### src/rtl/j_u2txseq_if.sv
// Host-side bus of the UART2 transmit sequencer: holding-register writes,
// status read strobe and the status/interrupt flags returned to the host.
interface j_u2txseq_if #(parameter int DATA_BITS = 8);
  logic [DATA_BITS-1:0] din;
  logic                 txdw;
  logic                 stat_rd;
  logic                 thre;
  logic                 tsre;
  logic                 tx_busy;
  logic                 tx_int;
  logic                 tx_ovr;

  modport master (
    output din, txdw, stat_rd,
    input  thre, tsre, tx_busy, tx_int, tx_ovr
  );

  modport slave (
    input  din, txdw, stat_rd,
    output thre, tsre, tx_busy, tx_int, tx_ovr
  );
endinterface

### src/rtl/j_u2txseq.sv
// UART2 transmit sequencer: frames bytes from a double-buffered holding register
// onto txd at 16 bx16 ticks per bit (start, data LSB first, optional parity, stop).
module j_u2txseq #(
  parameter int DATA_BITS = 8,
  parameter int STOP_BITS = 1
) (
  input  logic           sys_clk,
  input  logic           reset,
  input  logic           bx16,
  input  logic           par_en,
  input  logic           par_odd,
  input  logic           brk,
  output logic           txd,
  j_u2txseq_if.slave     bus
);

  typedef enum logic [2:0] {IDLE, START, DATA, PARITY, STOP} state_t;

  localparam logic [2:0] LAST_BIT  = 3'(DATA_BITS - 1);
  localparam logic       LAST_STOP = 1'(STOP_BITS - 1);

  state_t               state;
  state_t               state_nxt;
  logic [3:0]           tick_cnt;
  logic [2:0]           bit_idx;
  logic                 stop_idx;
  logic [DATA_BITS-1:0] hold;
  logic [DATA_BITS-1:0] shift;
  logic                 thre_q;
  logic                 tx_int_q;
  logic                 tx_ovr_q;
  logic                 frame_par_en;
  logic                 frame_par;
  logic                 line;
  logic                 bit_end;
  logic                 last_stop;
  logic                 transfer;

  assign bit_end   = (state != IDLE) && bx16 && (tick_cnt == 4'd15);
  assign last_stop = (state == STOP) && bit_end && (stop_idx == LAST_STOP);
  assign transfer  = !thre_q && ((state == IDLE) || last_stop);

  always_ff @(posedge sys_clk or posedge reset) begin
    if (reset) state <= IDLE;
    else       state <= state_nxt;
  end

  always_comb begin
    state_nxt = state;
    case (state)
      IDLE:    if (transfer) state_nxt = START;
      START:   if (bit_end) state_nxt = DATA;
      DATA:    if (bit_end && (bit_idx == LAST_BIT))
                 state_nxt = frame_par_en ? PARITY : STOP;
      PARITY:  if (bit_end) state_nxt = STOP;
      STOP:    if (last_stop) state_nxt = transfer ? START : IDLE;
      default: state_nxt = IDLE;
    endcase
  end

  // Parity is fixed at transfer time so mid-frame par_en/par_odd changes are ignored.
  always_ff @(posedge sys_clk or posedge reset) begin
    if (reset) begin
      tick_cnt     <= '0;
      bit_idx      <= '0;
      stop_idx     <= 1'b0;
      hold         <= '0;
      shift        <= '0;
      thre_q       <= 1'b1;
      tx_int_q     <= 1'b0;
      tx_ovr_q     <= 1'b0;
      frame_par_en <= 1'b0;
      frame_par    <= 1'b0;
    end else begin
      tx_int_q <= transfer;

      if ((state == IDLE) || transfer) tick_cnt <= '0;
      else if (bx16)                   tick_cnt <= tick_cnt + 4'd1;

      if ((state == DATA) && bit_end)
        bit_idx <= (bit_idx == LAST_BIT) ? 3'd0 : bit_idx + 3'd1;

      if ((state == STOP) && bit_end)
        stop_idx <= last_stop ? 1'b0 : stop_idx + 1'b1;

      if (transfer) begin
        shift        <= hold;
        frame_par_en <= par_en;
        frame_par    <= (^hold) ^ par_odd;
      end else if ((state == DATA) && bit_end) begin
        shift <= shift >> 1;
      end

      if (bus.txdw)     hold <= bus.din;

      if (bus.txdw)     thre_q <= 1'b0;
      else if (transfer) thre_q <= 1'b1;

      if (bus.txdw && !thre_q && !transfer) tx_ovr_q <= 1'b1;
      else if (bus.stat_rd)                 tx_ovr_q <= 1'b0;
    end
  end

  always_comb begin
    line = 1'b1;
    case (state)
      START:   line = 1'b0;
      DATA:    line = shift[0];
      PARITY:  line = frame_par;
      default: line = 1'b1;
    endcase
  end

  assign txd         = brk ? 1'b0 : line;
  assign bus.thre    = thre_q;
  assign bus.tsre    = (state == IDLE);
  assign bus.tx_busy = (state != IDLE);
  assign bus.tx_int  = tx_int_q;
  assign bus.tx_ovr  = tx_ovr_q;

endmodule
### src/flat_wrapper.sv
// flat-port wrapper written by rule: the top's interface ports become plain ports
module j_u2txseq_flat 
#(
  parameter int DATA_BITS = 8,
  parameter int STOP_BITS = 1
)
  (sys_clk, reset, bx16, par_en, par_odd, brk, txd, bus_din, bus_txdw, bus_stat_rd, bus_thre, bus_tsre, bus_tx_busy, bus_tx_int, bus_tx_ovr);
  j_u2txseq_if #(.DATA_BITS(DATA_BITS)) bus_i ();
  input  logic sys_clk;
  input  logic reset;
  input  logic bx16;
  input  logic par_en;
  input  logic par_odd;
  input  logic brk;
  output logic txd;
  input wire logic [$bits(bus_i.din)-1:0] bus_din;
  input wire logic [$bits(bus_i.txdw)-1:0] bus_txdw;
  input wire logic [$bits(bus_i.stat_rd)-1:0] bus_stat_rd;
  output wire logic [$bits(bus_i.thre)-1:0] bus_thre;
  output wire logic [$bits(bus_i.tsre)-1:0] bus_tsre;
  output wire logic [$bits(bus_i.tx_busy)-1:0] bus_tx_busy;
  output wire logic [$bits(bus_i.tx_int)-1:0] bus_tx_int;
  output wire logic [$bits(bus_i.tx_ovr)-1:0] bus_tx_ovr;
  assign bus_i.din = bus_din;
  assign bus_i.txdw = bus_txdw;
  assign bus_i.stat_rd = bus_stat_rd;
  assign bus_thre = bus_i.thre;
  assign bus_tsre = bus_i.tsre;
  assign bus_tx_busy = bus_i.tx_busy;
  assign bus_tx_int = bus_i.tx_int;
  assign bus_tx_ovr = bus_i.tx_ovr;
  j_u2txseq #(.DATA_BITS(DATA_BITS), .STOP_BITS(STOP_BITS)) u_core (.sys_clk(sys_clk), .reset(reset), .bx16(bx16), .par_en(par_en), .par_odd(par_odd), .brk(brk), .txd(txd), .bus(bus_i));
endmodule
### config.mk
export PLATFORM = sky130hd
export DESIGN_NAME = j_u2txseq_flat
export DESIGN_NICKNAME = d
export VERILOG_FILES = /design/src/rtl/j_u2txseq_if.sv /design/src/rtl/j_u2txseq.sv /design/src/flat_wrapper.sv
export SDC_FILE = /design/constraint.sdc
export NUM_CORES = 1
export LEC_CHECK = 0
export ABC_AREA = 1
export CORE_UTILIZATION = 56
export CTS_BUF_LIST = sky130_fd_sc_hd__clkbuf_4 sky130_fd_sc_hd__clkbuf_8
export DETAILED_ROUTE_END_ITERATION = 8
export GPL_TIMING_DRIVEN = 0
export PLACE_DENSITY = 0.81
export RECOVER_POWER = 100
export SYNTH_ARGS = -nofsm -noshare
export SYNTH_HDL_FRONTEND = slang
export SYNTH_SLANG_ARGS = --single-unit
### constraint.sdc
create_clock -name sys_clk -period 1.7 [get_ports sys_clk]
set_clock_uncertainty 0.2 [all_clocks]
set_input_delay 0.34 -clock sys_clk [delete_from_list [all_inputs] [get_ports sys_clk]]
set_output_delay 0.34 -clock sys_clk [all_outputs]
set_load 0.005 [all_outputs]
### Word-level counts from Yosys, hierarchy flattened

Cells that the tools add are included.

* register bits after elaboration: 32
* output and inout bits: 6

* add/subtract/negate cells: 3
* equality and inequality tests: 11
* muxes and demuxes: 20
* bitwise operators: 2
* reduce and logical (&&, ||, !) cells: 21

Operators with widths (number)
* $mux W3: 7
* $mux W8: 2
* $pmux W3 S5: 1
* $ne A2 B1 Y1 const B: 5
* $logic_and A1 B1 Y1: 9
* $mux W4: 2
* $reduce_bool A2 Y1: 4
* $reduce_xor A8 Y1: 1
* $mux W1: 7
* $eq A3 B2 Y1 const B: 2
* $eq A3 B3 Y1 const B: 2
* $reduce_and A5 Y1: 1
* $add A4 B1 Y4 const B: 1
* $eq A4 B4 Y1 const B: 1
* $add A3 B1 Y3 const B: 1
* $eq A3 B1 Y1 const B: 1
* $logic_not A3 Y1: 1
* $pmux W1 S3: 1
* $reduce_bool A3 Y1: 1
* $logic_not A1 Y1: 2
* $logic_or A1 B1 Y1: 2
* $add A1 B1 Y1 const B: 1
* $not A1 Y1: 1
* $xor A1 B1 Y1: 1

### Depth between registers and ports, before layout

Gate-level depths: netlist of run 1.

* word-level depth: 10
* depth in mapped cells: 10

### Worst setup path after synthesis of run 1

Ideal clock, no wire load.

* path type: flip-flop to flip-flop
* start point: reg u_core.bit_idx[0]
* end point: reg u_core.state[0]
* library setup time: 0.117 ns
* arrival time: 1.197 ns
* required time: 1.383 ns
* path slack: 0.186 ns
* cell stages (with the launch flop): 9
* path buffers: 0
* period minus slack after synthesis: 1.514 ns
* cell sequence: dfrtp_1 > ha_1 > ha_1 > o21ai_0 > nand2_1 > nand3_1 > inv_1 > nand2_1 > nand2_1

* word-level cells in the longest chain between the ends: 4

Ends and longest elaborated chain
* start: declaration: line j_u2txseq.sv:25 `logic [2:0] bit_idx;`
* start signal: assignment: line j_u2txseq.sv:81 `bit_idx <= (bit_idx == LAST_BIT) ? 3'd0 : bit_idx + 3'd1;`
* $eq A3 B3 Y1: line j_u2txseq.sv:53 `DATA: if (bit_end && (bit_idx == LAST_BIT))`
* $logic_and A1 B1 Y1: line j_u2txseq.sv:53
* $ne A2 B1 Y1 (no line)
* $reduce_and A5 Y1 (no line)
* end signal: assignment: line j_u2txseq.sv:45 `else state <= state_nxt;`
* end: declaration: line j_u2txseq.sv:22 `state_t state;`

No other way between the ends.
A chain may end at the register's enable or synchronous reset.

### Worst setup path in the final report of run 1

* start point: reg u_core.state[2]
* end point: out txd

* word-level cells in the longest chain between the ends: 3
* elaborated cells on any way between the ends: 5
* those cells by class: 3 x eq/ne; 2 x mux

Ends and longest elaborated chain
* $eq A3 B2 Y1 or $eq A3 B1 Y1 (tied branches): line j_u2txseq.sv:106 `case (state)`
* $pmux W1 S3 *: line j_u2txseq.sv:106
* $mux W1 *: line j_u2txseq.sv:114 `assign txd = brk ? 1'b0 : line;`
* end: declaration: line flat_wrapper.sv:15 `output logic txd;`

Mark *: on every way between the ends. The rest lies on a longest branch, timed or not.

==> results of run 1 <==
## logic make-up after synthesis
group / after synthesis
AND/OR/NAND/NOR: 110
flip-flops: 32
buffers and inverters: 30
AO/OA/AOI/OAI: 19
XOR/XNOR: 3
adder cells (fa/ha/maj): 3
## state kept, by name, summed over array words and instances (netlist names)
name / flops
u_core.tick_cnt: 4
u_core.bus.thre: 1
u_core.stop_idx: 1
u_core.frame_par_en: 1
u_core.bit_idx: 3
u_core.hold: 8
u_core.shift: 8
u_core.state: 3
u_core.frame_par: 1
u_core.bus.tx_int: 1
u_core.bus.tx_ovr: 1
## repair_timing
item / 4_1_cts / 5_1_grt
setup buffers: 5 / 7
setup endpoints to repair: 10 / 17
pin swaps: 2 / 17
cloned: 0 / 1
gates resized for setup: 15 / 50
## where the power goes
group          switching [W]  leakage (nW)  internal [W]
Sequential          0.000183         0.397      0.000984
Combinational       0.000788         0.721      0.000670
Clock               0.000246        0.0315      0.000168
Total                0.00122          1.15       0.00182
## worst paths after layout
path | start | endpoint | slack (ns) | depth (start not counted)
setup / recovery | u_core.state[2] | txd | -0.19 | 6
hold / removal | bx16 | u_core.tick_cnt[1] | 0.29 | 3
setup reg to reg | u_core.tick_cnt[0] | u_core.shift[0] | -0.17 | 9
hold reg to reg | u_core.bit_idx[2] | u_core.bit_idx[2] | 0.32 | 2
max in group asynchronous | reset | u_core.state[0] | 0.49 | 2
min in group asynchronous | reset | u_core.bit_idx[1] | 0.38 | 2
## area by class of cell
cell class / instances / area [µm²]
Timing Repair Buffer: 34 / 316.6
Tap cell: 30 / 37.54
Clock inverter: 1 / 5.005
Multi-Input combinational cell: 135 / 829.5
Sequential cell: 32 / 804.5
Inverter: 27 / 107.6
Buffer: 3 / 30.03
Fill cell: 147 / 391.6
Clock buffer: 6 / 45.04
## worst max-delay path: stages (launching register included)
cell and delay, ns:
dfrtp_2 0.45, inv_2 0.09, nand2_4 0.06, nor2_4 0.09
nand2_1 0.05, a31oi_1 0.15, buf_2 0.14
## per-layer routing
| metal | global-route usage [%] | vias up |
|---|---|---|
| li1 | - | 704 |
| met1 | 28.88 | 692 |
| met3 | 5.621 | 16 |
| met5 | 0 | - |
| met4 | 15.00 | 0 |
| met2 | 42.86 | 50 |
## cells in the final DEF, fill, tap and decap left out, types with 2 or more instances in the layout
cell	n
a21oi_1	2
buf_4	10
buf_6	3
clkbuf_2	2
clkbuf_4	6
clkdlybuf4s50_1	13
dfrtp_1	29
dfrtp_2	2
dlygate4sd2_1	3
ha_2	2
inv_1	20
inv_2	5
nand2_1	63
nand2_2	4
nand2_4	6
nand3_1	9
nand3_2	15
nor2_1	5
nor2_4	4
o21ai_0	9
o21ai_1	3
xor2_1	3
## through the flow
stage,instance area [µm²],setup TNS [ns],cells
2_1_floorplan,1585,0,197
3_3_place_gp,1833,-13.22,248
3_5_place_dp,1833,-16.14,248
4_1_cts,1924,-0.4732,260
5_1_grt,2176,-2.312,268
6_report,2176,-1.460,268
==> results.env, run 1 <==
RSZ_0062_RAISED_AFTER_GLOBAL_ROUTING='true'
TIMING.FINAL.SETUP_VIOLATIONS=15
FLOORPLAN.IO_PINS=22
SYNTH.TOP_CELLS.BY_AREA='dfrtp_1, nand2_1, nand3_1'
CP-END-KIND='output port'
CTS_TREE='built'
NUMBER_OF_REMAINING_DRC_ERRORS=0
FIN_CRIT_NS=1.891
GPL.FINAL_WEIGHTED_CONGESTION=0.8941
PLEAK_nW=1.149
CTS-HTREE-LEVELS=2
TOP_ROUTING_LAYER_USED='met4'
DIE_WIDTH_UM=55.21
CTS_SINKS=32
FINAL_NET_COUNT=257
SYNTH_LARGEST_TYPE_AREA_FRACTION_PCT=48.93
CP_DATA_REQUIRED_TIME_NS=1.16
SYNTH_SEQ_CELLS=32
FAILED_CHECKS='setup timing'
TRITONCTS.NUM_BUFFERS=5
VIAS=1462
PLACE_HPWL_MM=2.380
POST_SYNTH_AND_OR_NAND_NOR_AREA_FRACTION_PCT=30.70
AREA_GROWTH_SYN_TO_LAYOUT_PCT=37.25
WORST_MARGIN_PIN_SLEW_NS=0.6962
PATH_CLASS='reg2out'
DETAIL-ROUTE-ANTENNA-NETS=0
MAX_FREQ_MHz=528.8
POSTCTSHOLDBUFS=0
DETAILEDROUTE.FIRSTITERATIONVIOLATIONS=66
HOLD_PATH.CLASS='in2reg'
GRT_USE_TOTAL_PCT=25.20
WL_MET2_MM=2.170
NUMBER_OF_ENABLE_TYPE_REGISTER_CELLS_IN_THE_SYNTHESIZED_NETLIST=0
FP.DIEAREA_MM2=0.003048
CP_MAX_FO=3
FLOORPLAN.ROWS=18
CLOCK_TREE.BUFFER_DEPTH=2
POWER.DENSITY_CELL_AREA_mW_PER_MM2=1397
CORE-AREA_MM2=0.002567
IO_BUFFER_COUNT=21
SYNTH.MOST_COMMON_CELL='nand2_1'
RUN_STATUS='finished, violations left'
SYNTHARSTFLOPSHARE_PCT=100.0
GRT_START_MAX_NET_PINS=33
NETLIST_AREA_MM2=0.001585
WORST_VOLTAGE_DROP_ACROSS_THE_VDD_GRID_V=0.001289
INITIAL_UTILIZATION_PCT=61.74
SYNTHESIZED_AREA_PER_CELL_UM2=8.047
CLOCK_PIN_SLEW_ON_THE_WORST_SETUP_AND_HOLD_PATHS_NS=0.09
CLOCK_TREE.ROOT_CELL='clkbuf_4'
DRT_FIRST_PASS_ITERS=5
POSTSYNTHNETCOUNT=216
LAYOUT-DRIVE-GT1-SHARE_PCT=29.83
MAX_CAP_VIOL_COUNT=0
WORST_SLACK_AT_PLACEMENT_NS=-0.3576
SYNTH-WARNING-COUNT=0
GRT_FIRST_PASS_WIRELENGTH_MM=5.934
SYNTH_MUX_AREA_SHARE_PCT=0
ROUTE.FINAL.WIRE_LENGTH_MM=4.147
FINAL_CRITICAL_PATH_SETUP_SLACK_NS=-0.1911
SYNTH_XOR_AREA_SHARE_PCT=1.657
POST-SYNTH-TOP-AREA-CELL='dfrtp_1'
ADDER_CELL_SHARE_OF_THE_SYNTHESIZED_AREA_PCT=2.368
STARTPOINT_CLASS='flop'
GRT_OVERFLOW=0
DIEHEIGHT_UM=55.21
FIRST_GLOBAL_VIAS=1395
FINALCOREUTILIZATION_PCT=84.75
AVGVIACOUNTPERCELL=5.455
WORSTSKEWPAIRLATENCY_NS=0.33
WORSTPATHARRIVAL_NS=1.35
ANTENNA_VIOLATIONS_BEFORE_REPAIR=0
YS_SEQ_AREA_SHARE_PCT=50.59
ANTENNA_CELLS=0
SHARE_OF_THE_SYNTHESIZED_AREA_IN_COMPOUND_GATES_AO_OA_AOI_OAI_PCT=6.946
WL_PER_CELL_UM=15.47
DR_WL_MET3_UM=168
FINAL_HOLD_VIOL_COUNT=0
M1WIRELENGTH_MM=1.685
MAX-SLEW-MARGIN-REL_PCT=53.49
MAXSLEWVIOLCOUNT=0
YOSYS.CELL_TYPES.COUNT=26
HOLD_WS_NS=0.2930
MIN_PERIOD_OVER_PERIOD_PCT=111.2
YS.FLOP_TYPE='dfrtp_1'
POSTSYNTHCELLCOUNT=197
SYNTH_TOP_FAMILY_BY_AREA='simple AND/OR/NAND/NOR gates'
POWER_CONSUMPTION_W=0.003040
SYNTH_COMMONEST_CELLS='nand2_1, dfrtp_1, nand3_1, inv_1, o21ai_0'
No activity file was read; power rests on OpenSTA's default activity.
==> inputs of run 2 (changes only) <==
--- a/config.mk
+++ b/config.mk
@@ -6,6 +6,7 @@
 export NUM_CORES = 1
 export LEC_CHECK = 0
 export ABC_AREA = 1
+export CORE_MARGIN = 2
 export CORE_UTILIZATION = 56
 export CTS_BUF_LIST = sky130_fd_sc_hd__clkbuf_4 sky130_fd_sc_hd__clkbuf_8
 export DETAILED_ROUTE_END_ITERATION = 8
==> constraint.sdc (replaced) <==
create_clock -name sys_clk -period 1.7 [get_ports sys_clk]
set_clock_uncertainty 0.2 [all_clocks]
set_input_delay 0.34 -clock sys_clk [delete_from_list [all_inputs] [get_ports sys_clk]]
set_output_delay 0.34 -clock sys_clk [all_outputs]
set_load 0.01 [all_outputs]
==> results.env, run 2 (synthesis results as in run 1) <==
PLACE_HPWL_MM=2.341  # -1.6%
WORST_SLACK_AT_PLACEMENT_NS=-0.3650  # -0.007385 ns
WORSTPATHARRIVAL_NS=1.44  # +0.09 ns
CP_MAX_FO=4  # +1
INITIAL_UTILIZATION_PCT=57.99  # -3.8 points
CORE-AREA_MM2=0.002734  # +6.5%
DIEHEIGHT_UM=57.21  # +3.6%
DRT_FIRST_PASS_ITERS=4  # -1
AREA_GROWTH_SYN_TO_LAYOUT_PCT=43.17
FIN_CRIT_NS=1.985  # +0.09359 ns
MAX_CAP_VIOL_COUNT=0  # unchanged
DETAILEDROUTE.FIRSTITERATIONVIOLATIONS=69  # +4.5%
CLOCK_PIN_SLEW_ON_THE_WORST_SETUP_AND_HOLD_PATHS_NS=0.11  # +0.02 ns
CTS-HTREE-LEVELS=2  # unchanged
MAX-SLEW-MARGIN-REL_PCT=58.81  # +5.3 points
FLOORPLAN.IO_PINS=22  # unchanged
FIRST_GLOBAL_VIAS=1398  # +0.22%
ANTENNA_VIOLATIONS_BEFORE_REPAIR=0  # unchanged
WORST_MARGIN_PIN_SLEW_NS=0.6179  # -0.07828 ns
RUN_STATUS='finished, violations left'
LAYOUT-DRIVE-GT1-SHARE_PCT=30.74  # +0.91 points
DIE_WIDTH_UM=57.21  # +3.6%
NUMBER_OF_REMAINING_DRC_ERRORS=0  # unchanged
FAILED_CHECKS='setup timing'
ROUTE.FINAL.WIRE_LENGTH_MM=4.448  # +7.3%
POWER_CONSUMPTION_W=0.003464  # +14%
GRT_START_MAX_NET_PINS=33  # unchanged
PLEAK_nW=1.185  # +3.1%
WORST_VOLTAGE_DROP_ACROSS_THE_VDD_GRID_V=0.001442  # +12%
GRT_OVERFLOW=0  # unchanged
RSZ_0062_RAISED_AFTER_GLOBAL_ROUTING='true'
FILLERS=157  # +6.8%
FP.DIEAREA_MM2=0.003272  # +7.4%
FINAL_HOLD_VIOL_COUNT=0  # unchanged
HOLD_WS_NS=0.1419  # -0.1511 ns
HOLD_PATH.CLASS='in2async'
POST_DP_CELL_AREA_MM2=0.001834  # about the same
GPL.FINAL_WEIGHTED_CONGESTION=0.9251  # +3.5%
DETAIL-ROUTE-ANTENNA-NETS=0  # unchanged
CLOCK_TREE.BUFFER_DEPTH=2  # unchanged
ANTENNA_CELLS=0  # unchanged
STARTPOINT_CLASS='flop'
IO_BUFFER_COUNT=21  # unchanged
AVGVIACOUNTPERCELL=5.502  # +0.85%
CP_DATA_REQUIRED_TIME_NS=1.16  # about the same
MAX_FREQ_MHz=503.9  # -4.7%
TRITONCTS.NUM_BUFFERS=5  # unchanged
WORSTSKEWPAIRLATENCY_NS=0.36  # +0.03 ns
CLOCK_TREE.ROOT_CELL='clkbuf_4'
POWER.DENSITY_CELL_AREA_mW_PER_MM2=1526  # +9.3%
MAXSLEWVIOLCOUNT=0  # unchanged
VIAS=1513  # +3.5%
MOST-COMMON-LAYOUT-CELLS='nand2_1, dfrtp_1, inv_1'
TIMING.FINAL.SETUP_VIOLATIONS=20  # +5
GRT_FIRST_PASS_WIRELENGTH_MM=6.023  # +1.5%
PATH_CLASS='reg2out'
CTS_SINKS=32  # unchanged
R2R.WORST_PATH.CELLS=10  # +1
FINAL_CRITICAL_PATH_SETUP_SLACK_NS=-0.2847  # -0.09358 ns
FINAL_CELL_AREA_MM2=0.002270  # +4.3%
CTS_TREE='built'
FINAL_NET_COUNT=262  # +1.9%
MIN_PERIOD_OVER_PERIOD_PCT=116.7  # +5.5 points
LAYOUT.CELLS.MOST_COMMON='nand2_1'
FLOORPLAN.ROWS=19  # +1
FINALCOREUTILIZATION_PCT=83.02  # -1.7 points
CP-END-KIND='output port'
GRT_USE_TOTAL_PCT=24.47  # -0.73 points
LARGESTREGISTERS='u_core.hold: 8 flops, u_core.shift: 8 flops, u_core.tick_cnt: 4 flops'
WL_PER_CELL_UM=16.17  # +4.5%
## run 2: stage by stage
step | setup TNS, ns | instances
floorplan | 0 | 197
global placement | -13.23 | 249
detailed placement | -16.28 | 249
CTS | -0.4420 | 265
global route | -3.703 | 275
finish | -2.430 | 275
## run 2: area by class of cell
type                    instances  area (µm²)  share of cell area, %
repair buffers                 39       370.4                  16.32
well taps                      31       38.79                  1.709
plain buffers                   3       30.03                  1.323
multi-input cells             135       825.8                  36.38
clock buffers                   7       65.06                  2.867
clock inverters                 1       30.03                  1.323
flip-flops and latches         32       802.0                  35.34
inverters                      27       107.6                  4.741
## run 2: layer usage
metal | global-route usage (%) | part of all wire (%)
met1 | 29.55 | 41
met3 | 7.710 | 5.7
met2 | 39.74 | 49
met4 | 11.96 | 4.5
met5 | 0 | 0
## run 2: path summary, 6_finish.rpt
check | start | end | slack, ns
worst max-delay path | u_core.state[1] | txd | -0.28
worst min-delay path | reset | u_core.bit_idx[2] | 0.14
worst max register to register | u_core.state[1] | u_core.shift[2] | -0.17
worst min register to register | u_core.bit_idx[1] | u_core.bit_idx[1] | 0.32
max in group asynchronous | reset | u_core.hold[4] | 0.27
min in group sys_clk | bus_din[1] | u_core.hold[1] | 0.30
## run 2: power by group
group          internal, W  switching (W)
sequential        0.000980       0.000194
clock             0.000390       0.000282
combinational     0.000742       0.000876
total              0.00211        0.00135
## run 2: what timing repair did
action | 4_1_cts | 5_1_grt
hold buffers | 0 | 0
pin swaps | 5 | 15
resized for setup | 30 | 40
setup endpoints to repair | 9 | 23
setup buffers | 8 | 8
cloned | 0 | 1
## run 2: critical path, stage by stage, from the launching register on
cell and delay (ns):
dfrtp_1 0.47, nand2_2 0.13, nor2_4 0.12, nand2_1 0.06, a31oi_1 0.15, buf_2 0.15
